<file path="src/rtl/line_draw_ctrl.sv">
// line_draw_ctrl: round-robin sequencer in front of a Bresenham line drawer.
// Grants one client line at a time, loads its endpoints into the drawer,
// turns the drawer's per-cycle point into framebuffer writes for exactly
// max(|dx|,|dy|)+1 cycles, and runs a full-screen raster clear on demand.
//
// Ports
//   clk, reset          clock, asynchronous active-high reset
//   req[NUM_REQ]        level line request per client
//   line_in             client i at [i*4*COORD_W +: 4*COORD_W] = {x0,y0,x1,y1}
//   colour_in[NUM_REQ]  per-client pixel colour
//   clear_req           level request for a full-screen clear (colour 0)
//   grant, done         one-hot single-cycle ack / completion per client
//   clear_done          single-cycle pulse when the clear sweep finishes
//   busy                high whenever the sequencer is not idle
//   ld_x0..ld_y1, ld_load  endpoints and load strobe to the drawer
//   ld_x, ld_y          current drawer point
//   pix_x, pix_y, pix_colour, pix_we  framebuffer write port
module line_draw_ctrl #(
  parameter int unsigned NUM_REQ  = 2,
  parameter int unsigned COORD_W  = 11,
  parameter int unsigned SCREEN_W = 640,
  parameter int unsigned SCREEN_H = 480
) (
  input  logic                         clk,
  input  logic                         reset,
  input  logic [NUM_REQ-1:0]           req,
  input  logic [NUM_REQ*4*COORD_W-1:0] line_in,
  input  logic [NUM_REQ-1:0]           colour_in,
  input  logic                         clear_req,
  output logic [NUM_REQ-1:0]           grant,
  output logic [NUM_REQ-1:0]           done,
  output logic                         clear_done,
  output logic                         busy,
  output logic [COORD_W-1:0]           ld_x0,
  output logic [COORD_W-1:0]           ld_y0,
  output logic [COORD_W-1:0]           ld_x1,
  output logic [COORD_W-1:0]           ld_y1,
  output logic                         ld_load,
  input  logic [COORD_W-1:0]           ld_x,
  input  logic [COORD_W-1:0]           ld_y,
  output logic [COORD_W-1:0]           pix_x,
  output logic [COORD_W-1:0]           pix_y,
  output logic                         pix_colour,
  output logic                         pix_we
);

  localparam int unsigned IDX_W  = (NUM_REQ > 1) ? $clog2(NUM_REQ) : 1;
  localparam int unsigned LINE_W = 4 * COORD_W;
  localparam int unsigned CNT_W  = COORD_W + 1;

  typedef struct packed {
    logic [COORD_W-1:0] x0;
    logic [COORD_W-1:0] y0;
    logic [COORD_W-1:0] x1;
    logic [COORD_W-1:0] y1;
  } line_t;

  typedef enum logic [2:0] {IDLE, LOAD, DRAW, DONE, CLEAR} state_t;

  state_t             state_q, state_d;
  logic [CNT_W-1:0]   cnt_q, cnt_d;
  logic [IDX_W-1:0]   last_grant_q, cur_idx_q, sel_idx, cand;
  logic               any_req;
  logic               colour_q;
  logic [COORD_W-1:0] pix_x_q, pix_y_q;
  line_t              sel_line;
  logic [COORD_W-1:0] dx, dy;
  logic [CNT_W-1:0]   len_cnt;
  logic               clr_last;

  logic [NUM_REQ-1:0] grant_d, done_d;
  logic               clear_done_d, busy_d, ld_load_d, pix_we_d, pix_colour_d;

  // Round-robin pick: first requester at or after last_grant+1
  always_comb begin
    any_req = 1'b0;
    sel_idx = '0;
    cand    = '0;
    for (int unsigned k = 0; k < NUM_REQ; k++) begin
      cand = IDX_W'((32'(last_grant_q) + 32'd1 + k) % NUM_REQ);
      if (!any_req && req[cand]) begin
        any_req = 1'b1;
        sel_idx = cand;
      end
    end
  end

  assign sel_line = line_t'(line_in[32'(sel_idx)*LINE_W +: LINE_W]);

  // Pixel count = major-axis span + 1; direction independent
  always_comb begin
    dx = (sel_line.x1 >= sel_line.x0) ? sel_line.x1 - sel_line.x0 : sel_line.x0 - sel_line.x1;
    dy = (sel_line.y1 >= sel_line.y0) ? sel_line.y1 - sel_line.y0 : sel_line.y0 - sel_line.y1;
    len_cnt = CNT_W'((dx >= dy) ? dx : dy) + CNT_W'(1);
  end

  assign clr_last = (pix_x_q == COORD_W'(SCREEN_W - 1)) && (pix_y_q == COORD_W'(SCREEN_H - 1));

  // Next state and next registered outputs
  always_comb begin
    state_d      = state_q;
    cnt_d        = cnt_q;
    grant_d      = '0;
    done_d       = '0;
    clear_done_d = 1'b0;
    busy_d       = 1'b0;
    ld_load_d    = 1'b0;
    pix_we_d     = 1'b0;
    pix_colour_d = pix_colour;

    case (state_q)
      IDLE: begin
        if (clear_req) begin
          state_d = CLEAR;
        end else if (any_req) begin
          state_d = LOAD;
          cnt_d   = len_cnt;
        end
      end
      LOAD:  state_d = DRAW;
      DRAW: begin
        if (cnt_q == CNT_W'(1)) state_d = DONE;
        else                    cnt_d   = cnt_q - CNT_W'(1);
      end
      DONE:  state_d = IDLE;
      CLEAR: if (clr_last) state_d = IDLE;
      default: state_d = IDLE;
    endcase

    if (state_q == IDLE && state_d == LOAD) grant_d = NUM_REQ'(1) << sel_idx;
    if (state_d == DONE)                    done_d  = NUM_REQ'(1) << cur_idx_q;
    clear_done_d = (state_q == CLEAR) && (state_d == IDLE);
    busy_d       = (state_d != IDLE);
    ld_load_d    = (state_d == LOAD);
    pix_we_d     = (state_d == DRAW) || (state_d == CLEAR);
    if (state_d == DRAW)  pix_colour_d = colour_q;
    if (state_d == CLEAR) pix_colour_d = 1'b0;
  end

  // State, latched request and registered outputs
  always_ff @(posedge clk or posedge reset) begin
    if (reset) begin
      state_q      <= IDLE;
      cnt_q        <= '0;
      last_grant_q <= IDX_W'(NUM_REQ - 1);
      cur_idx_q    <= '0;
      colour_q     <= 1'b0;
      ld_x0        <= '0;
      ld_y0        <= '0;
      ld_x1        <= '0;
      ld_y1        <= '0;
      grant        <= '0;
      done         <= '0;
      clear_done   <= 1'b0;
      busy         <= 1'b0;
      ld_load      <= 1'b0;
      pix_we       <= 1'b0;
      pix_colour   <= 1'b0;
      pix_x_q      <= '0;
      pix_y_q      <= '0;
    end else begin
      state_q    <= state_d;
      cnt_q      <= cnt_d;
      grant      <= grant_d;
      done       <= done_d;
      clear_done <= clear_done_d;
      busy       <= busy_d;
      ld_load    <= ld_load_d;
      pix_we     <= pix_we_d;
      pix_colour <= pix_colour_d;

      if (state_q == IDLE && state_d == LOAD) begin
        ld_x0     <= sel_line.x0;
        ld_y0     <= sel_line.y0;
        ld_x1     <= sel_line.x1;
        ld_y1     <= sel_line.y1;
        colour_q  <= colour_in[sel_idx];
        cur_idx_q <= sel_idx;
      end
      if (state_q == DONE) last_grant_q <= cur_idx_q;

      // Address register doubles as the raster counter and the hold value
      if (state_q == IDLE && state_d == CLEAR) begin
        pix_x_q <= '0;
        pix_y_q <= '0;
      end else if (state_q == CLEAR && !clr_last) begin
        if (pix_x_q == COORD_W'(SCREEN_W - 1)) begin
          pix_x_q <= '0;
          pix_y_q <= pix_y_q + COORD_W'(1);
        end else begin
          pix_x_q <= pix_x_q + COORD_W'(1);
        end
      end else if (state_q == DRAW) begin
        pix_x_q <= ld_x;
        pix_y_q <= ld_y;
      end
    end
  end

  // Drawer point passes straight through while drawing; otherwise hold/raster
  assign pix_x = (state_q == DRAW) ? ld_x : pix_x_q;
  assign pix_y = (state_q == DRAW) ? ld_y : pix_y_q;

endmodule

</file>
<file path="config.mk">
export PLATFORM = sky130hd
export DESIGN_NAME = line_draw_ctrl
export DESIGN_NICKNAME = d
export VERILOG_FILES = /design/src/rtl/line_draw_ctrl.sv
export SDC_FILE = /design/constraint.sdc
export NUM_CORES = 1
export LEC_CHECK = 0
export ABC_AREA = 1
export BUFFER_PORTS_ARGS = -buffer_cell sky130_fd_sc_hd__buf_2
export CAP_MARGIN = 20
export CORE_MARGIN = 2
export CORE_UTILIZATION = 35
export CTS_BUF_LIST = sky130_fd_sc_hd__clkbuf_16
export DETAILED_ROUTE_END_ITERATION = 6
export MAX_ROUTING_LAYER = met4
export PLACE_DENSITY_LB_ADDON = 0.05
export SLEW_MARGIN = 20
export SYNTH_ARGS = -nofsm -noshare
export SYNTH_HDL_FRONTEND = slang
export SYNTH_SLANG_ARGS = --single-unit
</file>
<file path="constraint.sdc">
create_clock -name clk -period 6.8 [get_ports clk]
set_clock_uncertainty 0.1 [all_clocks]
set_input_delay 0.34 -clock clk [delete_from_list [all_inputs] [get_ports clk]]
set_output_delay 0.34 -clock clk [all_outputs]
set_load 0.02 [all_outputs]
</file>
==> qor.yml <==
htreeDepth: 3
globalplace.congestion: 0.900
seq_area_frac_synth: 0.284
crit_slowest_cell: "dfstp_2"
netlist_area_sq_um: 8190
worstMarginPinSlew_ns: 0.830
vias: 8321
ctsResizeCount: 0
detail-route-antenna-nets: 0
rsz0062_at_grt: "no"
totalWireLength_um: 24900
p_leak_uw: 0.00533
netlist_top_cells_area: "dfrtp_1 28%, nand2_1 14%, o21ai_0 8.9%, ha_1 8.6%, inv_1 7.7%"
synthesis.nets: 1405
crit_required_ns: 6.94
cts.sinks: 93
fin_crit_ns: 5.92
status: "completed"
grt_max_degree: 92
yosys_warnings: 0
critical_path_class: "reg -> reg"
maxCapViolCount: 0
p_switching_uw: 1010
fin_crit_sh: 0.870
antenna_found_initial: 2
vias_per_cell: 4.84
whs_path_depth: 3
p_seq_frac: 0.275
syn_avg_cell_area_sq_um: 6.67
r2r_cells: 33
die_area_sq_um: 24700
ioPinCount: 192
initialDrtViolationCount: 439
critical_path.max_stage_delay_ns: 0.54
clk_path_buf_depth: 2
portBuffers: 191
area.growth.synth_to_final_pct: 18.9
layout_setup_ws_ns: 0.883
rows: 55
synth_seq_cells: 93
synth-edff-count: 0
cp_common_cell: "nand2_1"
start_util: 0.360
total_power_uw: 2260
arrival_ns: 6.06
clock_latency_ns: 0.35
setup_viol: 0
power_frac_comb: 0.495
die_x_um: 157
synth_top_cell_by_area: "dfrtp_1"
synth_flop_cell: "dfrtp_1"
setup_tns_ns: 0
grt_pass1_vias: 7986
place_hpwl_um: 19800
switching_share: 0.445
drive_gt1_frac: 0.205
clkPwrFrac: 0.230
slew_headroom: 0.447
coreArea_sq_um: 22800
wl_per_cell_um: 14.5
yosysUniqueCellTypes: 51
async_reset_ff_frac: 1.00
intPower_uw: 1250
cp_max_fo: 28
grt_usage: 0.214
slew_violations: 0
root_buffer: "clkbuf_16"
fmax_ghz: 0.169
cts_made_buffers: 9
hold_violations: 0
nFillCells: 2444
overflow: 0
nets: 1576
die-height_um: 157
drc: 0
syn-instance-count: 1228
crit_path_end_kind: "flip-flop"
dr.pass1.iters: 5
start_kind: "flip-flop"
cts.clk_slew.worst_paths_ns: 0.07
synth_top_area_frac: 0.281
vdd_drop_max_v: 0.000105
dp_slack_ns: 0.849
grt_pass1_wl_um: 41200
hp-class: "in -> reg"
pwr_density_cell_nw_per_um2: 232
cts_tree: "yes"
==> flip-flops by register name, summed over array words and instances, names as in the netlist <==
register	cells
colour_q	1
cur_idx_q	1
pix_x_q	11
grant	2
ld_y1	11
busy	1
last_grant_q	1
pix_y_q	11
ld_load	1
cnt_q	12
ld_y0	11
pix_colour	1
state_q	3
pix_we	1
ld_x0	11
ld_x1	11
clear_done	1
done	2
==> kinds of logic (layout without fill, tap and decap cells) <==
group                      count (synthesis)  count (layout)  share of synthesized area
AOI/OAI and AO/OA                        243             243                      0.164
other                                      0               2                          0
adders and majority gates                 60              60                     0.0953
DFF                                       93              93                      0.284
and+or+nand+nor                          583             583                      0.317
buffers and inverters                    216             392                      0.103
xor gates and xnor gates                  31              31                     0.0331
muxes                                      2               2                    0.00244
==> power by group through the flow <==
stage | clock network (uW) | registers (uW) | logic [uW]
finish | 520 | 623 | 1120
global route | 554 | 629 | 1270
CTS | 537 | 623 | 1120
detailed placement | 0 | 633 | 1110
global placement | 0 | 634 | 1120
floorplan | 0 | 648 | 801
==> path summary, 6_finish.rpt <==
check | start | endpoint | slack, ns
setup / recovery | last_grant_q$_DFFE_PP1N_ | cnt_q[8]$_DFFE_PP0P_ | 0.88
min in group asynchronous | reset | pix_y_q[4]$_DFFE_PP0P_ | 0.48
max in group asynchronous | reset | ld_y1[3]$_DFFE_PP0P_ | 5.00
hold reg to reg | cur_idx_q$_DFFE_PP0P_ | done[0]$_DFF_PP0_ | 0.33
hold / removal | colour_in[0] | colour_q$_DFFE_PP0P_ | 0.12
setup reg to reg | last_grant_q$_DFFE_PP1N_ | cnt_q[8]$_DFFE_PP0P_ | 0.88
==> critical path: cells and delay by family, from the launching register on <==
kind,cells,cell delay (ns)
AO/OA/AOI/OAI,4,1.10
adder cells (fa/ha/maj),3,1.06
buffers and inverters,4,0.61
flip-flops,1,0.54
AND/OR/NAND/NOR,22,2.38
==> timing repair <==
action / 4_1_cts / 5_1_grt
hold buffers: 1 / 0
buffers inserted: 0 / 0
setup endpoints to repair: 0 / 0
hold endpoints to repair: 42 / 0
==> metrics by stage <==
step	cell area (sq um)	hold WS (ns)	cells	util
floorplan	8190	0.303	1228	-
global placement	9430	0.309	1700	0.414
detailed placement	9430	0.312	1700	0.414
CTS	9730	0.107	1717	0.427
global route	9740	0.138	1719	0.428
finish	9740	0.116	1719	0.428
==> routing by layer <==
| metal | wire [um] | global-route usage | share of wire | vias to the layer above |
|---|---|---|---|---|
| met5 | 0 | - | 0 | - |
| met4 | 372 | 0.0537 | 0.015 | 0 |
| met3 | 1110 | 0.0251 | 0.045 | 22 |
| met2 | 10500 | 0.317 | 0.42 | 229 |
| met1 | 12900 | 0.311 | 0.52 | 3748 |
| li1 | - | - | - | 4322 |
==> final cells by class <==
class,count,area [sq um],area share
tap,313,392,0.0402
timing repair buffer,202,1040,0.107
clock buffer,9,225,0.0231
clock inverter,7,66.3,0.00681
inverter,174,656,0.0673
multi-input combinational,919,5030,0.516
antenna,2,5.00,0.000514
sequential,93,2330,0.239
==> cells in the mapped netlist (all sizes together) (6+ instances only) <==
library cell and n:
a21oi 54, a31oi 8, buf 11, clkbuf 31, dfrtp 92, ha 56
inv 171, nand2 336, nand3 86, nand3b 6, nand4 16, nor2 91
nor3 14, o2111ai 6, o21ai 151, or2 28, xor2 26
==> cell usage in the layout, fill, tap and decap left out, types with 4 or more instances in the layout <==
cell         n
a21oi_1     51
nor3_1      12
a31oi_1      8
inv_1      166
nand4_1     16
buf_4       10
a221oi_1     5
fa_1         4
buf_2      191
xor2_1      26
a21o_1       4
clkbuf_16    9
nand2_4      5
xnor2_1      5
o2111ai_1    6
nor2_1      85
or2_2       27
nand3_1     82
nand2_2     16
o21bai_1     4
clkinv_1     4
nand3b_1     6
inv_2        5
dfrtp_1     92
nand2_1    315
ha_1        56
o21ai_0    145
(Power assumes the default switching activity.)
